[src/rtl/obuffer_sg_tx.sv]
// rtl/obuffer_sg_tx.sv - Stop & Go link transmitter: flit FIFO, phit serializer, registered link outputs
module obuffer_sg_tx #(
  parameter int FLIT_SIZE      = 64,
  parameter int PHIT_SIZE      = 64,
  parameter int FLIT_TYPE_SIZE = 2,
  parameter int QUEUE_SIZE     = 4
) (
  input  logic                      clk,
  input  logic                      rst_n,
  input  logic [FLIT_SIZE-1:0]      FlitIn,
  input  logic [FLIT_TYPE_SIZE-1:0] FlitTypeIn,
  input  logic                      BroadcastFlitIn,
  input  logic                      ValidIn,
  output logic                      Avail,
  output logic [PHIT_SIZE-1:0]      Flit,
  output logic [FLIT_TYPE_SIZE-1:0] FlitType,
  output logic                      BroadcastFlit,
  output logic                      Valid,
  input  logic                      Go,
  output logic                      Busy
);

  localparam int NUM_PHITS = FLIT_SIZE / PHIT_SIZE;
  localparam int LAST_PHIT = NUM_PHITS - 1;
  localparam int PTR_W     = $clog2(QUEUE_SIZE);
  localparam int CNT_W     = PTR_W + 1;
  localparam int PC_W      = (NUM_PHITS > 1) ? $clog2(NUM_PHITS) : 1;

  typedef enum logic {IDLE, SEND} state_t;

  logic [FLIT_SIZE-1:0]      q_flit  [QUEUE_SIZE];
  logic [FLIT_TYPE_SIZE-1:0] q_type  [QUEUE_SIZE];
  logic                      q_bcast [QUEUE_SIZE];

  logic [PTR_W-1:0] read_ptr, write_ptr;
  logic [CNT_W-1:0] count;
  state_t           state, state_nxt;
  logic [PC_W-1:0]  phit_cnt, phit_cnt_nxt;
  logic [PC_W-1:0]  load_idx;
  logic             load, pop, push;
  logic [FLIT_SIZE-1:0] head_flit;
  logic [PHIT_SIZE-1:0] phit_sel;

  assign Avail     = rst_n & (count < CNT_W'(QUEUE_SIZE));
  assign push      = ValidIn & Avail;
  assign Busy      = (count != '0) | (state == SEND);
  assign head_flit = q_flit[read_ptr];

  // Phit 0 is the LSB slice so the receiver reassembles in arrival order.
  always_comb begin
    phit_sel = '0;
    for (int k = 0; k < NUM_PHITS; k++) begin
      if (load_idx == PC_W'(k)) phit_sel = head_flit[k*PHIT_SIZE +: PHIT_SIZE];
    end
  end

  // SEND's last phit always returns to IDLE; IDLE then decides on the next
  // flit in the very next cycle, so back-to-back flits have no dead cycle.
  always_comb begin
    state_nxt    = state;
    phit_cnt_nxt = phit_cnt;
    load         = 1'b0;
    load_idx     = '0;
    pop          = 1'b0;
    case (state)
      IDLE: begin
        if ((count != '0) && Go) begin
          load = 1'b1;
          if (NUM_PHITS == 1) begin
            pop = 1'b1;
          end else begin
            phit_cnt_nxt = PC_W'(1);
            state_nxt    = SEND;
          end
        end
      end
      SEND: begin
        load     = 1'b1;
        load_idx = phit_cnt;
        if (phit_cnt == PC_W'(LAST_PHIT)) begin
          pop          = 1'b1;
          phit_cnt_nxt = '0;
          state_nxt    = IDLE;
        end else begin
          phit_cnt_nxt = phit_cnt + PC_W'(1);
        end
      end
      default: state_nxt = IDLE;
    endcase
  end

  always_ff @(posedge clk) begin
    if (push) begin
      q_flit[write_ptr]  <= FlitIn;
      q_type[write_ptr]  <= FlitTypeIn;
      q_bcast[write_ptr] <= BroadcastFlitIn;
    end
  end

  always_ff @(posedge clk or negedge rst_n) begin
    if (!rst_n) begin
      read_ptr      <= '0;
      write_ptr     <= '0;
      count         <= '0;
      state         <= IDLE;
      phit_cnt      <= '0;
      Flit          <= '0;
      FlitType      <= '0;
      BroadcastFlit <= 1'b0;
      Valid         <= 1'b0;
    end else begin
      state    <= state_nxt;
      phit_cnt <= phit_cnt_nxt;
      if (push) write_ptr <= write_ptr + PTR_W'(1);
      if (pop)  read_ptr  <= read_ptr + PTR_W'(1);
      case ({push, pop})
        2'b10:   count <= count + CNT_W'(1);
        2'b01:   count <= count - CNT_W'(1);
        default: count <= count;
      endcase
      Valid <= load;
      if (load) begin
        Flit          <= phit_sel;
        FlitType      <= q_type[read_ptr];
        BroadcastFlit <= q_bcast[read_ptr];
      end
    end
  end

endmodule

[config.mk]
export PLATFORM = sky130hd
export DESIGN_NAME = obuffer_sg_tx
export DESIGN_NICKNAME = d
export VERILOG_FILES = /design/src/rtl/obuffer_sg_tx.sv
export SDC_FILE = /design/constraint.sdc
export NUM_CORES = 1
export LEC_CHECK = 0
export ABC_AREA = 0
export CAP_MARGIN = 25
export CORE_MARGIN = 5
export CORE_UTILIZATION = 50
export DETAILED_ROUTE_END_ITERATION = 6
export GPL_TIMING_DRIVEN = 0
export PLACE_DENSITY = 0.87
export SETUP_SLACK_MARGIN = 0.02
export SYNTH_ARGS = -nofsm -noshare
export SYNTH_HDL_FRONTEND = slang
export SYNTH_SLANG_ARGS = --single-unit
[constraint.sdc]
create_clock -name clk -period 2.6 [get_ports clk]
set_input_delay 0.39 -clock clk [delete_from_list [all_inputs] [get_ports clk]]
set_output_delay 0.39 -clock clk [all_outputs]
set_load 0.05 [all_outputs]
# Yosys cells after proc, flatten, opt, wreduce, memory -nomap -nowiden
# Memory sizes are Yosys's and may differ from the RTL's. A register that Yosys moved wholly into a read port is not among the register bits.
# Index checks and enable logic that the tools add are counted.
# W data, S select, Z words.
totals:
  regBits: 74
  ramBits: 268
  inputBits: 71
  output_inout_bits: 70
  wordCells: 40
  mem_count: 3
memory_table:
  columns: ["name", "words", "word_bits", "rd", "rd_clocked_by_memory_dff", "wr", "line", "rtl"]
  rows:
  - ["q_flit", 4, 64, 1, 0, 1, "31", "logic [FLIT_SIZE-1:0] q_flit [QUEUE_SIZE];"]
  - ["q_type", 4, 2, 1, 1, 1, "32", "logic [FLIT_TYPE_SIZE-1:0] q_type [QUEUE_SIZE];"]
  - ["q_bcast", 4, 1, 1, 1, 1, "33", "logic q_bcast [QUEUE_SIZE];"]
op_classes:
  addsub: 5
  n_lt_le_gt_ge: 1
  n_eq_ne: 2
  n_mux: 13
  bitwise: 4
  n_reduce_logical: 5
ops:
  columns: ["operator", "count"]
  rows:
  - ["$mux W64", 1]
  - ["$mux W1", 8]
  - ["$pmux W1 S2", 3]
  - ["$pmux W3 S2", 1]
  - ["$add A2 B1 Y2 const B", 2]
  - ["$add A3 B1 Y3 const B", 1]
  - ["$lt A3 B3 Y1 const B", 1]
  - ["$reduce_bool A3 Y1", 1]
  - ["$sub A3 B1 Y3 const B", 1]
  - ["$and A1 B1 Y1", 2]
  - ["$eq A2 B1 Y1 const B", 1]
  - ["$eq A2 B2 Y1 const B", 1]
  - ["$logic_not A1 Y1", 2]
  - ["$reduce_bool A2 Y1", 1]
  - ["$add A1 B1 Y1 const B", 1]
  - ["$logic_and A1 B1 Y1", 1]
  - ["$not A1 Y1", 1]
  - ["$or A1 B1 Y1", 1]

# Logic depth before layout (Yosys ltp)
# Gate-level depths: netlist of run 1.
logic_depth:
  word_depth: 6
  mapped_depth: 9

# Least setup slack after synthesis of run 1
# Ideal clock, no wire load.
synth_path:
  path_type: "input-to-reg"
  startpoint: "input port rst_n"
  endpoint: "memory q_bcast[0] (enable)"
  setup_ps: 433
  arrival_time_ps: 2968
  required_ps: 2167
  path_slack_ps: -801
  stages: 2
  n_path_buf: 0
  cell_sequence: "nor2b_1 and3_1"
synth_between:
  elab_chain_cells: 4
synth_rtl:
  columns: ["element", "line", "rtl"]
  rows:
  - ["from (decl)", "9", "input logic rst_n,"]
  - ["$and A1 B1 Y1", "44", "assign Avail = rst_n & (count < CNT_W'(QUEUE_SIZE));"]
  - ["$and A1 B1 Y1", "45", "assign push = ValidIn & Avail;"]
  - ["$mux W1", "93", "if (push) begin"]
  - ["$mux W1 (implied by the code)", "96", "q_bcast[write_ptr] <= BroadcastFlitIn;"]
  - ["to (decl)", "33", null]
# Every way passes these cells.

# Worst setup path after layout of run 1
layout_path:
  startpoint: "register count[0]"
  endpoint: "output port Busy"
layout_between:
  elab_chain_cells: 2
layout_rtl:
  columns: ["element", "line", "rtl"]
  rows:
  - ["from (decl)", "36", "logic [CNT_W-1:0] count;"]
  - ["from (signal assigned)", "117", "2'b10: count <= count + CNT_W'(1);"]
  - ["from (signal assigned)", "118", "2'b01: count <= count - CNT_W'(1);"]
  - ["from (signal assigned)", "119", "default: count <= count;"]
  - ["$reduce_bool A3 Y1", "46", "assign Busy = (count != '0) | (state == SEND);"]
  - ["$or A1 B1 Y1", "46", null]
  - ["to (decl)", "20", "output logic Busy"]
# Every way passes these cells.

==> impl_metrics.py, run 1 <==
metrics = {
    "die": {
        "dieArea_um2": 28500,
        "die_w_um": 169,
        "start_util_pct": 50.3,
        "rows": 58,
        "coreArea_um2": 25000,
        "die_h_um": 169,
        "io_pins": 141,
    },
    "run": {
        "max_cap_violations": 0,
    },
    "timing": {
        "maxSlewViolCount": 0,
        "fin_ws_ns": 0.231,
        "max_slew_margin_pct": 52.1,
        "period_share_pct": 91.1,
        "rsz0062_at_grt": "no",
        "finalClockSkew_ns": 0.00913,
        "hold_viol": 1,
        "worst_hold_slack_ns": -0.00302,
        "setup_tns_ns": 0,
        "tightest_slew_ns": 0.719,
        "period_minus_slack_ns": 2.37,
        "setup_viol": 0,
        "timing.fmax_mhz": 422,
    },
    "finish": {
        "design_area_um2": 15900,
        "final_common_cell": "edfxtp_1",
        "layout-drive-gt1-share_pct": 29.8,
        "area_growth_pct": 26.0,
        "final_cell_mix": "268 x edfxtp_1, 138 x clkdlybuf4s50_1, 75 x dfrtp_1",
        "nNetsFinal": 795,
    },
    "synthesis": {
        "synth_top_area_cell": "edfxtp_1",
        "yosysTopAreaCellShare_pct": 63.9,
        "yosysWarnings": 0,
        "synth_area_um2": 12600,
        "synth_seq_cells": 343,
        "netlist_top_cells_area": "edfxtp_1 64%, dfrtp_1 15%, mux4_2 12%",
        "synth.avg_cell_area_um2": 23.7,
        "synth.distinct_cells": 22,
        "netlist_instances": 531,
        "ys_seq_area_share_pct": 78.8,
        "syn_nets": 608,
    },
    "worst_setup_path": {
        "cpPeakStageDelay_ns": 0.71,
        "crit_path_max_fanout": 4,
        "cp_top_family": "buffers and inverters",
        "crit_arrival_ns": 1.98,
        "worst-path-buf-inv": 1,
        "critical_path.startpoint_type": "flip-flop",
        "crit_type": "reg -> out",
        "crit_required_ns": 2.21,
        "crit_slowest_cell": "clkdlybuf4s50_1",
        "cp-end-kind": "output port",
        "cp_cell_sequence": "or3_1 > clkdlybuf4s50_1",
    },
    "drt": {
        "vias": 5755,
        "wire_per_inst_um": 22.0,
        "drcViolationCount": 0,
        "dr.pass1.iters": 5,
        "wirelength_um": 23700,
        "vias_per_cell": 5.34,
        "ant_nets": 0,
        "first_iter_violations": 288,
    },
    "clock_network": {
        "post_cts_buffers": 0,
        "htree_levels": 2,
        "clk_pin_slew_worst_paths_ns": 0.06,
        "cts_tree": "yes",
        "clockBufferDepth": 3,
        "cts_made_buffers": 36,
        "clk-insertion-delay-late_ns": 0.51,
        "cts.sinks": 343,
        "cts-root-buf": "clkbuf_16",
    },
    "power": {
        "p_total_mw": 19.0,
        "irDropWorstVdd_mv": 0.959,
        "power_leakage_nw": 5.49,
        "power_density_nw_per_um2": 1200,
    },
    "grt": {
        "antenna_found_initial": 2,
        "overflow": 0,
        "grt.total_usage_pct": 17.0,
        "grt_pass1_wl_um": 37000,
        "grt_max_degree": 55,
        "grt_pass1_vias": 6444,
    },
    "run_status": {
        "status": "complete, but fails checks",
        "failed_checks": "negative hold slack",
    },
    "place": {
        "dp_hpwl_um": 14400,
        "placed_cell_area_um2": 14600,
        "placement.io_buffers": 140,
        "place_ws_ns": -0.328,
        "gp_congestion": 0.695,
    },
    "min_path": {
        "hold_path_class": "in -> async",
    },
}
kinds of logic after synthesis:
| kind of cell | count (synthesis) | share of synthesized area, % |
|---|---|---|
| flops | 343 | 78.8 |
| mux | 136 | 18.4 |
| buf+inv | 30 | 1.33 |
| simple gates | 9 | 0.407 |
| xor+xnor | 6 | 0.417 |
| fa+ha+maj | 6 | 0.655 |
| compound gates | 1 | 0.0695 |
routing by layer:
metal	vias up	global-route usage, %	part of all wire, %
li1	2546	-	-
met1	3010	21.6	40
met2	161	29.4	52
met3	38	3.90	5.7
met4	0	4.83	2.3
met5	-	0	0
final timing paths:
check	from	endpoint	slack, ns	cells past startpoint
min in group clk	Flit[56]	Flit[56]	0.50	1
max in group asynchronous	rst_n	Flit[48]	1.81	4
worst max-delay path	count[0]	Busy	0.23	2
worst min register to register	Flit[56]	Flit[56]	0.50	1
worst min-delay path	rst_n	Flit[10]	-0.003	3
worst max register to register	count[0]	count[2]	0.29	9
worst register-to-register path, cell delays in order, from the launching register on:
cell and delay [ns]:
dfrtp_1 0.40, o31a_1 0.15, buf_2 0.22, buf_2 0.37, ha_1 0.25, inv_1 0.06, fa_1 0.37, xor2_1 0.15
nor2_1 0.11, xor2_1 0.15
cells in the mapped netlist (all sizes together):
| cell type | count |
|---|---|
| and2 | 1 |
| and3 | 4 |
| buf | 15 |
| clkbuf | 9 |
| dfrtp | 75 |
| edfxtp | 268 |
| fa | 1 |
| ha | 5 |
| inv | 6 |
| mux2 | 68 |
| mux2i | 1 |
| mux4 | 67 |
| nand2 | 1 |
| nor2 | 1 |
| nor2b | 1 |
| o31a | 1 |
| or3 | 1 |
| xnor2 | 3 |
| xor2 | 3 |
flip-flops by register name, indices dropped and copies added, names as in the netlist:
| register | count |
|---|---|
| FlitType | 2 |
| q_bcast | 4 |
| q_type | 8 |
| Valid | 1 |
| BroadcastFlit | 1 |
| q_flit | 256 |
| read_ptr | 2 |
| count | 3 |
| Flit | 64 |
| write_ptr | 2 |
area by class of cell:
type                    instances  area [µm²]
multi-input cells             158        2530
plain buffers                  24         145
repair buffers                149        1620
flip-flops and latches        343        9920
inverters                       6        22.5
clock buffers                  52        1070
clock inverters                14         150
diodes                          2        5.00
fillers                      1711        9160
well taps                     330         413
through the flow:
| stage | util [%] | cells | hold slack [ns] |
|---|---|---|---|
| 6_report | 63.4 | 1078 | -0.00302 |
| 5_1_grt | 63.4 | 1078 | 0.0104 |
| 4_1_cts | 63.4 | 1076 | 0.00936 |
| 3_5_place_dp | 58.2 | 1006 | 0.411 |
| 3_3_place_gp | 57.6 | 1001 | 0.488 |
| 2_1_floorplan | - | 531 | 0.0944 |
repair_timing:
| action | 4_1_cts | 5_1_grt |
|---|---|---|
| resized for setup | 3 | 0 |
| hold buffers | 4 | 0 |
| endpoints found under the setup margin | 1 | 0 |
| endpoints found under the hold margin | 31 | 0 |
power by group:
part / switching [mW] / total [mW] / leakage [nW] / internal [mW]
combinational: 3.70 / 6.53 / 1.58 / 2.83
clock: 2.00 / 5.17 / 0.610 / 3.17
sequential: 0.444 / 7.32 / 3.30 / 6.88
No activity file was read; power rests on OpenSTA's default activity.
==> inputs of run 2 (changes only) <==
- CAP_MARGIN: 25 -> 20
==> impl_metrics.py, run 2 (synthesized netlist as in run 1, its figures left out) <==
metrics = {
    "grt": {
        "grt_pass1_vias": 6444,
        "overflow": 0,
        "grt_pass1_wl_um": 37000,
        "grt.total_usage_pct": 17.0,
        "grt_max_degree": 55,
        "antenna_found_initial": 2,
    },
    "drt": {
        "first_iter_violations": 288,
        "drcViolationCount": 0,
        "ant_nets": 0,
        "wire_per_inst_um": 22.0,
        "wirelength_um": 23700,
        "vias": 5755,
        "vias_per_cell": 5.34,
        "dr.pass1.iters": 5,
    },
    "worst_setup_path": {
        "crit_arrival_ns": 1.98,
        "critical_path.startpoint_type": "flip-flop",
        "cpPeakStageDelay_ns": 0.71,
        "crit_path_max_fanout": 4,
        "crit_type": "reg -> out",
        "cp_cell_sequence": "or3_1 > clkdlybuf4s50_1",
        "crit_slowest_cell": "clkdlybuf4s50_1",
        "crit_required_ns": 2.21,
        "cp-end-kind": "output port",
    },
    "run_status": {
        "status": "complete, but fails checks",
        "failed_checks": "negative hold slack",
    },
    "timing": {
        "maxSlewViolCount": 0,
        "fin_ws_ns": 0.231,
        "setup_viol": 0,
        "max_slew_margin_pct": 52.1,
        "period_minus_slack_ns": 2.37,
        "finalClockSkew_ns": 0.00913,
        "hold_viol": 1,
        "worst_hold_slack_ns": -0.00302,
        "tightest_slew_ns": 0.719,
        "timing.fmax_mhz": 422,
        "setup_tns_ns": 0,
        "period_share_pct": 91.1,
        "rsz0062_at_grt": "no",
    },
    "finish": {
        "layout-drive-gt1-share_pct": 29.8,
        "instances_no_fill": 1078,
        "final_cell_mix": "268 x edfxtp_1, 138 x clkdlybuf4s50_1, 75 x dfrtp_1",
        "reg_top3": "q_flit x256, Flit x64, q_type x8",
        "final_common_cell": "edfxtp_1",
        "nNetsFinal": 795,
        "largest_reg_flops": 256,
        "top_register": "q_flit",
        "post-route-util_pct": 63.4,
        "design_area_um2": 15900,
        "area_growth_pct": 26.0,
    },
    "power": {
        "p_total_mw": 19.0,
        "power_leakage_nw": 5.49,
        "power_density_nw_per_um2": 1200,
        "irDropWorstVdd_mv": 0.959,
    },
    "die": {
        "die_w_um": 169,
        "coreArea_um2": 25000,
        "dieArea_um2": 28500,
        "die_h_um": 169,
        "start_util_pct": 50.3,
        "rows": 58,
        "io_pins": 141,
    },
    "place": {
        "placement.io_buffers": 140,
        "dp_hpwl_um": 14400,
        "gp_congestion": 0.695,
        "dpl.cell_count": 1006,
        "place_ws_ns": -0.328,
        "placed_cell_area_um2": 14600,
    },
    "min_path": {
        "hold_path_class": "in -> async",
    },
    "clock_network": {
        "post_cts_buffers": 0,
        "clk-insertion-delay-late_ns": 0.51,
        "htree_levels": 2,
        "cts-root-buf": "clkbuf_16",
        "cts.sinks": 343,
        "cts_tree": "yes",
        "clockBufferDepth": 3,
        "cts_made_buffers": 36,
        "clk_pin_slew_worst_paths_ns": 0.06,
    },
    "run": {
        "max_cap_violations": 0,
    },
}
## run 2: cell counts in the layout (fill, tap and decap cells not counted)
No cell type changed its count.
## run 2: path summary, 6_finish.rpt
kind                       startpoint        to  slack (ns)  cells past startpoint
max                          count[0]      Busy        0.23                      2
min                             rst_n  Flit[10]      -0.003                      3
max reg2reg                  count[0]  count[2]        0.29                      9
min reg2reg                  Flit[56]  Flit[56]        0.50                      1
max in group asynchronous       rst_n  Flit[48]        1.81                      4
min in group clk             Flit[56]  Flit[56]        0.50                      1
## run 2: layer usage
metal / global-route usage [%] / vias up / part of all wire, %
met5: 0 / - / 0
met4: 4.83 / 0 / 2.3
met3: 3.90 / 38 / 5.7
met2: 29.4 / 161 / 52
met1: 21.6 / 3010 / 40
li1: - / 2546 / -
## run 2: layout make-up
| cell class | instances | area, µm² |
|---|---|---|
| Clock buffer | 52 | 1070 |
| Antenna cell | 2 | 5.00 |
| Buffer | 24 | 145 |
| Fill cell | 1711 | 9160 |
| Multi-Input combinational cell | 158 | 2530 |
| Timing Repair Buffer | 149 | 1620 |
| Inverter | 6 | 22.5 |
| Clock inverter | 14 | 150 |
| Tap cell | 330 | 413 |
| Sequential cell | 343 | 9920 |
## run 2: critical path, delay by kind of cell, from the launching register on
family / cells / cell delay, ns
flops: 1 / 0.41
buf+inv: 1 / 0.71
simple gates: 1 / 0.36
## run 2: power breakdown
group / switching [mW] / internal (mW) / total [mW]
clock network: 2.00 / 3.17 / 5.17
registers: 0.444 / 6.88 / 7.32
logic: 3.70 / 2.83 / 6.53
## run 2: what timing repair did
action,CTS,global route
hold endpoints to repair,31,0
hold buffers,4,0
endpoints found under the setup margin,1,0
gates resized for setup,3,0
==> inputs of run 3 (changes only) <==
- ABC_CLOCK_PERIOD_IN_PS: unset -> 2600
==> results of run 3 <==
Final layout, timing and power as in run 2 (identical DEF).
